## config.mk

```make
export PLATFORM = sky130hd
export DESIGN_NAME = sr_flop_bank_flat
export DESIGN_NICKNAME = d
export VERILOG_FILES = /design/src/rtl/sr_bank_pkg.sv /design/src/rtl/sr_flop_bank_if.sv /design/src/rtl/sr_bank_chan.sv /design/src/rtl/sr_flop_bank.sv /design/src/flat_wrapper.sv
export SDC_FILE = /design/constraint.sdc
export NUM_CORES = 1
export LEC_CHECK = 0
export CORE_MARGIN = 4
export CORE_UTILIZATION = 25
export CTS_BUF_LIST = sky130_fd_sc_hd__clkbuf_16
export DETAILED_ROUTE_END_ITERATION = 12
export SYNTH_ARGS = -nofsm -noshare
export SYNTH_HDL_FRONTEND = slang
export SYNTH_SLANG_ARGS = --single-unit
```

## constraint.sdc

```tcl
create_clock -name clk -period 0.97 [get_ports clk]
set_input_delay 0.194 -clock clk [delete_from_list [all_inputs] [get_ports clk]]
set_output_delay 0.194 -clock clk [all_outputs]
set_load 0.05 [all_outputs]
```

## src/rtl/sr_bank_pkg.sv

```systemverilog
// Shared constants and types for the SR flop bank: S=R=1 policies, filter counter width.
// Latency: n/a (declarations only).
// Backpressure: n/a.
package sr_bank_pkg;

  // Policy applied when a qualified S=R=1 pair is seen with en=1
  localparam int MODE_HOLD    = 0;
  localparam int MODE_SET_DOM = 1;
  localparam int MODE_RST_DOM = 2;
  localparam int MODE_TOGGLE  = 3;

  // Width of the per-channel stability counter
  localparam int CNT_W = 8;

  // {s,r} pair encoding, s in the MSB
  typedef enum logic [1:0] {
    PAIR_IDLE = 2'b00,
    PAIR_RST  = 2'b01,
    PAIR_SET  = 2'b10,
    PAIR_BOTH = 2'b11
  } pair_e;

endpackage

```

## src/rtl/sr_flop_bank_if.sv

```systemverilog
// Bundle of the per-channel request and status vectors of the SR flop bank.
// Latency: n/a (wires only).
// Backpressure: none; all signals are level/pulse status, no handshake.
//  master: drives en, s, r, clr_flags; observes q, qn, rise_flag, conflict, any_flag
//  slave : the bank itself, the mirror image of master
interface sr_flop_bank_if #(
  parameter int N = 8
);
  logic         en;
  logic [N-1:0] s;
  logic [N-1:0] r;
  logic [N-1:0] clr_flags;
  logic [N-1:0] q;
  logic [N-1:0] qn;
  logic [N-1:0] rise_flag;
  logic [N-1:0] conflict;
  logic         any_flag;

  modport master (
    output en, s, r, clr_flags,
    input  q, qn, rise_flag, conflict, any_flag
  );

  modport slave (
    input  en, s, r, clr_flags,
    output q, qn, rise_flag, conflict, any_flag
  );
endinterface

```

## src/rtl/sr_bank_chan.sv

```systemverilog
// One SR storage channel: {s,r} stability filter, q register, conflict pulse, sticky rise flag.
// Latency: q updates FILTER+1 edges after {s,r} settles; rise_flag one edge after q rises.
// Backpressure: none; en gates q/conflict updates only, the filter always runs.
//  ports: clk, rst_n, en, s, r, clr_flag in; q, rise_flag, conflict out
module sr_bank_chan
  import sr_bank_pkg::*;
#(
  parameter int   FILTER    = 0,
  parameter int   MODE      = MODE_SET_DOM,
  parameter logic RESET_VAL = 1'b0
) (
  input  logic clk,
  input  logic rst_n,
  input  logic en,
  input  logic s,
  input  logic r,
  input  logic clr_flag,
  output logic q,
  output logic rise_flag,
  output logic conflict
);

  localparam logic [CNT_W-1:0] FILT = CNT_W'(FILTER);

  logic [1:0]       pair;
  logic [1:0]       prev;
  logic [CNT_W-1:0] cnt;
  logic [CNT_W-1:0] cnt_nxt;
  logic             stable;
  logic             qual;
  logic             q_nxt;
  logic             q_d;

  assign pair   = {s, r};
  assign stable = (pair == prev);

  // Counter restarts on any change of the pair and saturates at FILTER.
  always_comb begin
    cnt_nxt = '0;
    if (stable) begin
      cnt_nxt = (cnt < FILT) ? cnt + 1'b1 : cnt;
    end
  end

  // Qualify on the edge at which the counter reaches FILTER, so the pair
  // acts on the (FILTER+1)-th edge it has been seen and every edge after.
  assign qual = (FILTER == 0) ? 1'b1 : (stable && (cnt_nxt == FILT));

  always_comb begin
    q_nxt = q;
    if (en && qual) begin
      case (pair)
        PAIR_SET: q_nxt = 1'b1;
        PAIR_RST: q_nxt = 1'b0;
        PAIR_BOTH: begin
          case (MODE)
            MODE_SET_DOM: q_nxt = 1'b1;
            MODE_RST_DOM: q_nxt = 1'b0;
            MODE_TOGGLE:  q_nxt = ~q;
            default:      q_nxt = q;
          endcase
        end
        default: q_nxt = q;
      endcase
    end
  end

  always_ff @(posedge clk or negedge rst_n) begin
    if (!rst_n) begin
      prev      <= 2'b00;
      cnt       <= '0;
      q         <= RESET_VAL;
      q_d       <= RESET_VAL;  // matching q here keeps a reset value of 1 from looking like a rise
      conflict  <= 1'b0;
      rise_flag <= 1'b0;
    end else begin
      prev     <= pair;
      cnt      <= cnt_nxt;
      q        <= q_nxt;
      q_d      <= q;
      conflict <= en && qual && (pair == PAIR_BOTH);
      // a fresh rise beats a simultaneous clear
      if (q && !q_d) begin
        rise_flag <= 1'b1;
      end else if (clr_flag) begin
        rise_flag <= 1'b0;
      end
    end
  end

endmodule

```

## src/rtl/sr_flop_bank.sv

```systemverilog
// Bank of N independent clocked SR cells with shared enable, glitch filter and sticky rise flags.
// Latency: q FILTER+1 edges after {s,r} settles; rise_flag +1 edge; qn/any_flag combinational from regs.
// Backpressure: none; en is a plain update enable shared by all channels.
//  ports: clk, rst_n (async active-low); bus (slave): en, s, r, clr_flags in; q, qn, rise_flag, conflict, any_flag out
module sr_flop_bank
  import sr_bank_pkg::*;
#(
  parameter int           N         = 8,
  parameter int           FILTER    = 0,
  parameter int           MODE      = MODE_SET_DOM,
  parameter logic [N-1:0] RESET_VAL = '0
) (
  input logic           clk,
  input logic           rst_n,
  sr_flop_bank_if.slave bus
);

  if ((MODE < MODE_HOLD) || (MODE > MODE_TOGGLE) || (FILTER < 0) || (FILTER > 255) ||
      (N < 1) || (N > 32)) begin : g_param_check
    $fatal(1, "sr_flop_bank: illegal parameters N=%0d FILTER=%0d MODE=%0d", N, FILTER, MODE);
  end

  logic [N-1:0] q_w;
  logic [N-1:0] flag_w;
  logic [N-1:0] conflict_w;

  for (genvar i = 0; i < N; i++) begin : g_chan
    sr_bank_chan #(
      .FILTER    (FILTER),
      .MODE      (MODE),
      .RESET_VAL (RESET_VAL[i])
    ) u_chan (
      .clk       (clk),
      .rst_n     (rst_n),
      .en        (bus.en),
      .s         (bus.s[i]),
      .r         (bus.r[i]),
      .clr_flag  (bus.clr_flags[i]),
      .q         (q_w[i]),
      .rise_flag (flag_w[i]),
      .conflict  (conflict_w[i])
    );
  end

  assign bus.q         = q_w;
  assign bus.qn        = ~q_w;
  assign bus.rise_flag = flag_w;
  assign bus.conflict  = conflict_w;
  assign bus.any_flag  = |flag_w;

endmodule

```

## src/flat_wrapper.sv

```systemverilog
// flat-port wrapper written by rule: the top's interface ports become plain ports
module sr_flop_bank_flat import sr_bank_pkg::*;
#(
  parameter int           N         = 8,
  parameter int           FILTER    = 0,
  parameter int           MODE      = MODE_SET_DOM,
  parameter logic [N-1:0] RESET_VAL = '0
)
  (clk, rst_n, bus_en, bus_s, bus_r, bus_clr_flags, bus_q, bus_qn, bus_rise_flag, bus_conflict, bus_any_flag);
  sr_flop_bank_if #(.N(N)) bus_i ();
  input logic clk;
  input logic rst_n;
  input wire logic [$bits(bus_i.en)-1:0] bus_en;
  input wire logic [$bits(bus_i.s)-1:0] bus_s;
  input wire logic [$bits(bus_i.r)-1:0] bus_r;
  input wire logic [$bits(bus_i.clr_flags)-1:0] bus_clr_flags;
  output wire logic [$bits(bus_i.q)-1:0] bus_q;
  output wire logic [$bits(bus_i.qn)-1:0] bus_qn;
  output wire logic [$bits(bus_i.rise_flag)-1:0] bus_rise_flag;
  output wire logic [$bits(bus_i.conflict)-1:0] bus_conflict;
  output wire logic [$bits(bus_i.any_flag)-1:0] bus_any_flag;
  assign bus_i.en = bus_en;
  assign bus_i.s = bus_s;
  assign bus_i.r = bus_r;
  assign bus_i.clr_flags = bus_clr_flags;
  assign bus_q = bus_i.q;
  assign bus_qn = bus_i.qn;
  assign bus_rise_flag = bus_i.rise_flag;
  assign bus_conflict = bus_i.conflict;
  assign bus_any_flag = bus_i.any_flag;
  sr_flop_bank #(.N(N), .FILTER(FILTER), .MODE(MODE), .RESET_VAL(RESET_VAL)) u_core (.clk(clk), .rst_n(rst_n), .bus(bus_i));
endmodule
```

==> flow_metrics.py, run 1 <==
metrics = {
    "clock_network": {
        "tritoncts": "done",
        "cts.sinks": 32,
        "clk_pin_slew_worst_paths_ps": 50,
        "cts_max_level": 2,
        "cts-root-buf": "clkbuf_16",
        "clockBufferDepth": 2,
        "clk_latency_ps": 270,
        "numCtsBuffers": 5,
        "ctsHoldBuffers": 0,
    },
    "timing": {
        "rsz0062_at_grt": "true",
        "setup-violations-final": 37,
        "fin_crit_ps": 1380,
        "holdWs_ps": 291,
        "max_freq_mhz": 723,
        "slew_violations": 0,
        "final_hold_viol_count": 0,
        "skew_ps": 2.87,
        "relSlewSlack_pct": 83.6,
        "period_share_pct": 143,
        "max_slew.worst_pin.slew_ps": 245,
        "setup_slack_ps": -412,
    },
    "synth": {
        "async_reset_ff_share_pct": 100,
        "synth.cell_area_um2": 1280,
        "synth_edf_count": 0,
        "synth_top_cells_by_count": "dfrtp_1, buf_4, inv_1, nand2_1, o22ai_1",
        "ys_types": 12,
        "yosysWarningCount": 0,
        "ys_ff_latch": 32,
        "yosysMostFrequentCell": "dfrtp_1",
        "synth_area_leaders": "dfrtp_1, buf_4, a22o_1, inv_1, and3_2",
        "synth_nets": 136,
        "seq_area_frac_synth_pct": 62.4,
        "ys.flop_type": "dfrtp_1",
        "syn_avg_cell_area_um2": 11.8,
        "synthCells": 109,
        "synth_top_area_cell": "dfrtp_1",
        "netlist.area_leader.share_pct": 62.4,
    },
    "run_status": {
        "status": "finished with violations",
        "violations": "negative setup slack",
    },
    "setup_path": {
        "crit_type": "register to output port",
        "worstPathRequired_ps": 780,
        "worstPathArrival_ps": 1190,
        "cp_max_fo": 2,
        "reg2reg_depth": 4,
        "end_kind": "output port",
        "critPathLaunchType": "register",
    },
    "cells_and_area": {
        "instances_no_fill": 256,
        "design_area_um2": 2730,
        "nets": 215,
        "area_growth_pct": 113,
        "n_fill_cell": 398,
        "diodes": 0,
        "drive_gt1_share_pct": 55.6,
        "final_util_pct": 56.3,
    },
    "die": {
        "std_cell_rows": 25,
        "die_w_um": 79.7,
        "fp.coreArea_um2": 4850,
        "io_pins": 60,
        "die_h_um": 79.7,
        "dieArea_um2": 6350,
        "start_util_pct": 26.5,
    },
    "grt": {
        "grt_usage_pct": 11.0,
        "grt_max_degree": 33,
        "grt_pass1_vias": 1134,
        "antenna_found_initial": 0,
        "grt.overflow.total": 0,
        "grt_pass1_wl_um": 5270,
    },
    "detailed_routing": {
        "drc_errors": 0,
        "first_iter_violations": 17,
        "viasPerCell": 3.91,
        "drtPass1Iterations": 4,
        "wire_per_inst_um": 13.3,
        "drt.antenna.violating_nets": 0,
        "via_count": 1002,
        "drt_wl_total_um": 3390,
    },
    "placed_design": {
        "place_area_um2": 2280,
        "hpwl_um": 2600,
        "placed_cells": 228,
        "gp_congestion": 0.716,
        "io_buffers": 59,
    },
    "run": {
        "cap_violations": 0,
    },
    "pwr": {
        "pwr_density_cell_nw_per_um2": 1960,
        "ir_worst_vdd_v": 0.000770,
        "p_total_uw": 5340,
        "power.leakage_uw": 0.00126,
    },
    "min_path": {
        "min_path_type": "primary input to async pin",
    },
}
cell usage in the layout (no fill, tap or decap), types with 2 or more instances in the layout:
cell type and instances:
clkdlybuf4s50_1 25, buf_4 13, inv_1 8, nor4_2 2, clkinvlp_4 8, buf_6 25, nand2_1 8, o22ai_2 6
a22o_1 7, dfrtp_1 32, o22ai_1 2, clkbuf_16 5, and3_2 7, buf_12 33
power by group:
part	switching (µW)	internal, µW	total (µW)
Sequential	126	1480	1610
Clock	504	1190	1700
Combinational	941	1090	2030
Total	1570	3770	5340
registers in the layout, indices dropped and copies added, names as in the netlist:
name / cells
u_core.g_chan.u_chan.conflict: 8
u_core.g_chan.u_chan.q: 8
u_core.g_chan.u_chan.q_d: 8
u_core.g_chan.u_chan.rise_flag: 8
area by class of cell:
class                   count  area, µm²  area share (%)
repair buffers             98       1300            47.8
flip-flops and latches     32        801            29.3
multi-input cells          35        287            10.5
clock buffers               5        125            4.59
inverters                  16       90.1            3.30
well taps                  67       83.8            3.07
clock inverters             3       38.8            1.42
worst max-delay path: stages (launching register included):
cell,delay [ps]
dfrtp_1,380
nor4_2,300
nand2_2,80
buf_6,160
worst paths after layout:
| kind | from | slack [ps] | end |
|---|---|---|---|
| setup / recovery | u_core.g_chan[1].u_chan.rise_flag | -410 | bus_any_flag |
| hold / removal | rst_n | 290 | u_core.g_chan[3].u_chan.rise_flag |
| setup reg to reg | u_core.g_chan[0].u_chan.q | -50 | u_core.g_chan[0].u_chan.rise_flag |
| hold reg to reg | u_core.g_chan[4].u_chan.q_d | 420 | u_core.g_chan[4].u_chan.rise_flag |
| max in group asynchronous | rst_n | 510 | u_core.g_chan[6].u_chan.conflict |
| min in group clk | u_core.g_chan[4].u_chan.q_d | 420 | u_core.g_chan[4].u_chan.rise_flag |
per-stage QoR:
stage                     setup slack, ps  setup TNS, ps
after floorplan                      -110           -110
after global placement               -271          -3360
after detailed placement             -297          -3720
after CTS                            -436          -5260
after global routing                 -489          -6560
final                                -412          -5350
logic make-up after synthesis:
logic type / Yosys count / synth area share, %
AO/OA/AOI/OAI: 16 / 9.45
flip-flops: 32 / 62.4
AND/OR/NAND/NOR: 19 / 8.19
buffers and inverters: 42 / 20.0
metal layers:
metal	GRT usage, %	routed length, µm	up-vias
met2	19.2	1850	29
met1	12.7	1330	473
li1	-	-	494
met3	1.81	124	6
met5	0	0	-
met4	5.84	82	0
what timing repair did:
action | CTS | global route
endpoints found under the setup margin | 36 | 45
resized for setup | 18 | 20
buffers inserted | 18 | 10
gates cloned | 1 | 0
pin swaps | 2 | 8
No activity file was read; power rests on OpenSTA's default activity.
==> inputs of run 2 (changes only) <==
--- a/config.mk
+++ b/config.mk
@@ -6,9 +6,11 @@
 export NUM_CORES = 1
 export LEC_CHECK = 0
 export CORE_MARGIN = 4
-export CORE_UTILIZATION = 25
+export CORE_UTILIZATION = 40
 export CTS_BUF_LIST = sky130_fd_sc_hd__clkbuf_16
+export CTS_CLUSTER_DIAMETER = 80
 export DETAILED_ROUTE_END_ITERATION = 12
+export PLACE_DENSITY = 0.78
 export SYNTH_ARGS = -nofsm -noshare
 export SYNTH_HDL_FRONTEND = slang
 export SYNTH_SLANG_ARGS = --single-unit
==> flow_metrics.py, run 2 (synthesis results as in run 1) <==
metrics = {
    "setup_path": {
        "end_kind": "output port",
        "cp_max_fo": 2,
        "worstPathRequired_ps": 780,
        "crit_type": "register to output port",
        "critPathLaunchType": "register",
        "worstPathArrival_ps": 1270,
    },
    "detailed_routing": {
        "drc_errors": 0,
        "drtPass1Iterations": 4,
        "viasPerCell": 4.96,
        "via_count": 1120,
        "first_iter_violations": 81,
        "drt.antenna.violating_nets": 0,
        "wire_per_inst_um": 22.9,
        "drt_wl_total_um": 5180,
    },
    "cells_and_area": {
        "diodes": 0,
        "nets": 209,
        "n_fill_cell": 125,
        "final_cell_mix": "buf_12, dfrtp_1, clkdlybuf4s50_1, buf_6",
        "final_util_pct": 87.3,
        "instances_no_fill": 226,
        "drive_gt1_share_pct": 54.9,
        "mostFrequentLayoutCell": "buf_12",
        "area_growth_pct": 108,
    },
    "timing": {
        "fin_setup_tns_ps": -6100,
        "slew_violations": 0,
        "fin_crit_ps": 1470,
        "max_freq_mhz": 681,
        "relSlewSlack_pct": 81.3,
        "final_hold_viol_count": 0,
        "max_slew.worst_pin.slew_ps": 278,
        "skew_ps": 4.72,
        "period_share_pct": 151,
        "rsz0062_at_grt": "true",
        "setup_slack_ps": -499,
        "setup-violations-final": 38,
    },
    "clock_network": {
        "clk_pin_slew_worst_paths_ps": 50,
        "numCtsBuffers": 5,
        "cts-root-buf": "clkbuf_16",
        "clk_latency_ps": 270,
        "cts_max_level": 2,
        "tritoncts": "done",
        "cts.sinks": 32,
        "clockBufferDepth": 2,
        "ctsHoldBuffers": 0,
    },
    "pwr": {
        "pwr_density_cell_nw_per_um2": 1960,
        "ir_worst_vdd_v": 0.00172,
        "power_frac_seq_pct": 31.9,
        "combPwrFrac_pct": 40.4,
        "p_int_uw": 3490,
        "power.leakage_uw": 0.00121,
        "net-switching-power_uw": 1730,
        "p_sw_share_pct": 33.1,
        "p_clk_share_pct": 27.8,
    },
    "grt": {
        "grt_max_degree": 33,
        "grt.overflow.total": 0,
        "grt_usage_pct": 24.9,
        "antenna_found_initial": 0,
        "grt_pass1_vias": 1221,
        "grt_pass1_wl_um": 7260,
    },
    "die": {
        "start_util_pct": 42.0,
        "die_w_um": 64.7,
        "dieArea_um2": 4180,
        "die_h_um": 64.7,
        "std_cell_rows": 20,
        "io_pins": 60,
        "fp.coreArea_um2": 3050,
    },
    "run": {
        "cap_violations": 0,
    },
    "run_status": {
        "status": "finished with violations",
        "violations": "negative setup slack",
    },
    "placed_design": {
        "hpwl_um": 2870,
        "placed_cells": 205,
        "gp_congestion": 0.712,
        "io_buffers": 59,
    },
    "min_path": {
        "min_path_type": "primary input to async pin",
    },
}
[run 2: path summary, 6_finish.rpt]
kind	to	cells past startpoint	slack, ps	from
worst max-delay path	bus_any_flag	3	-500	u_core.g_chan[2].u_chan.rise_flag
worst min-delay path	u_core.g_chan[6].u_chan.q_d	2	300	rst_n
worst max register to register	u_core.g_chan[5].u_chan.q	3	-40	u_core.g_chan[5].u_chan.q
worst min register to register	u_core.g_chan[4].u_chan.rise_flag	1	460	u_core.g_chan[4].u_chan.q_d
max in group asynchronous	u_core.g_chan[7].u_chan.q	2	480	rst_n
min in group clk	u_core.g_chan[4].u_chan.rise_flag	1	460	u_core.g_chan[4].u_chan.q_d
[run 2: stage by stage]
stage / worst slack [ps] / cell area (µm²) / power, µW / hold slack, ps
floorplan: -110 / 1330 / 2480 / -102
global placement: -271 / 2260 / 3350 / 408
detailed placement: -281 / 2260 / 3410 / 415
CTS: -498 / 2570 / 5050 / 296
global route: -557 / 2670 / 5380 / 322
finish: -499 / 2670 / 5220 / 302
[run 2: final cells by class]
class                      count  area (µm²)  share of cell area [%]
multi-input combinational     35         309                    11.6
tap                           44        55.1                    2.07
clock inverter                 2        7.51                   0.282
inverter                      16        90.1                    3.38
sequential                    32         805                    30.2
timing repair buffer          92        1270                    47.8
clock buffer                   5         125                    4.69
[run 2: what timing repair did]
action	in CTS	in global routing
pin swaps	4	11
resized for setup	21	23
setup endpoints to repair	33	46
buffers inserted	15	11
[run 2: critical path, cell delays in order, from the launching register on]
cell and delay, ps:
dfrtp_1 400, nor4_2 340, nand2_2 100, buf_6 160
[run 2: power groups by stage]
stage                     logic, µW  registers (µW)  clock network, µW
final                          2110            1660               1450
after global routing           2160            1670               1550
after CTS                      1970            1630               1450
after detailed placement       1790            1630                  0
after global placement         1750            1610                  0
after floorplan                 871            1610                  0
[run 2: routing by layer]
metal | GRT usage [%] | part of all wire, %
met1 | 28.6 | 42
met2 | 42.1 | 50
met3 | 7.97 | 5.3
met4 | 11.6 | 2.5
met5 | 0 | 0
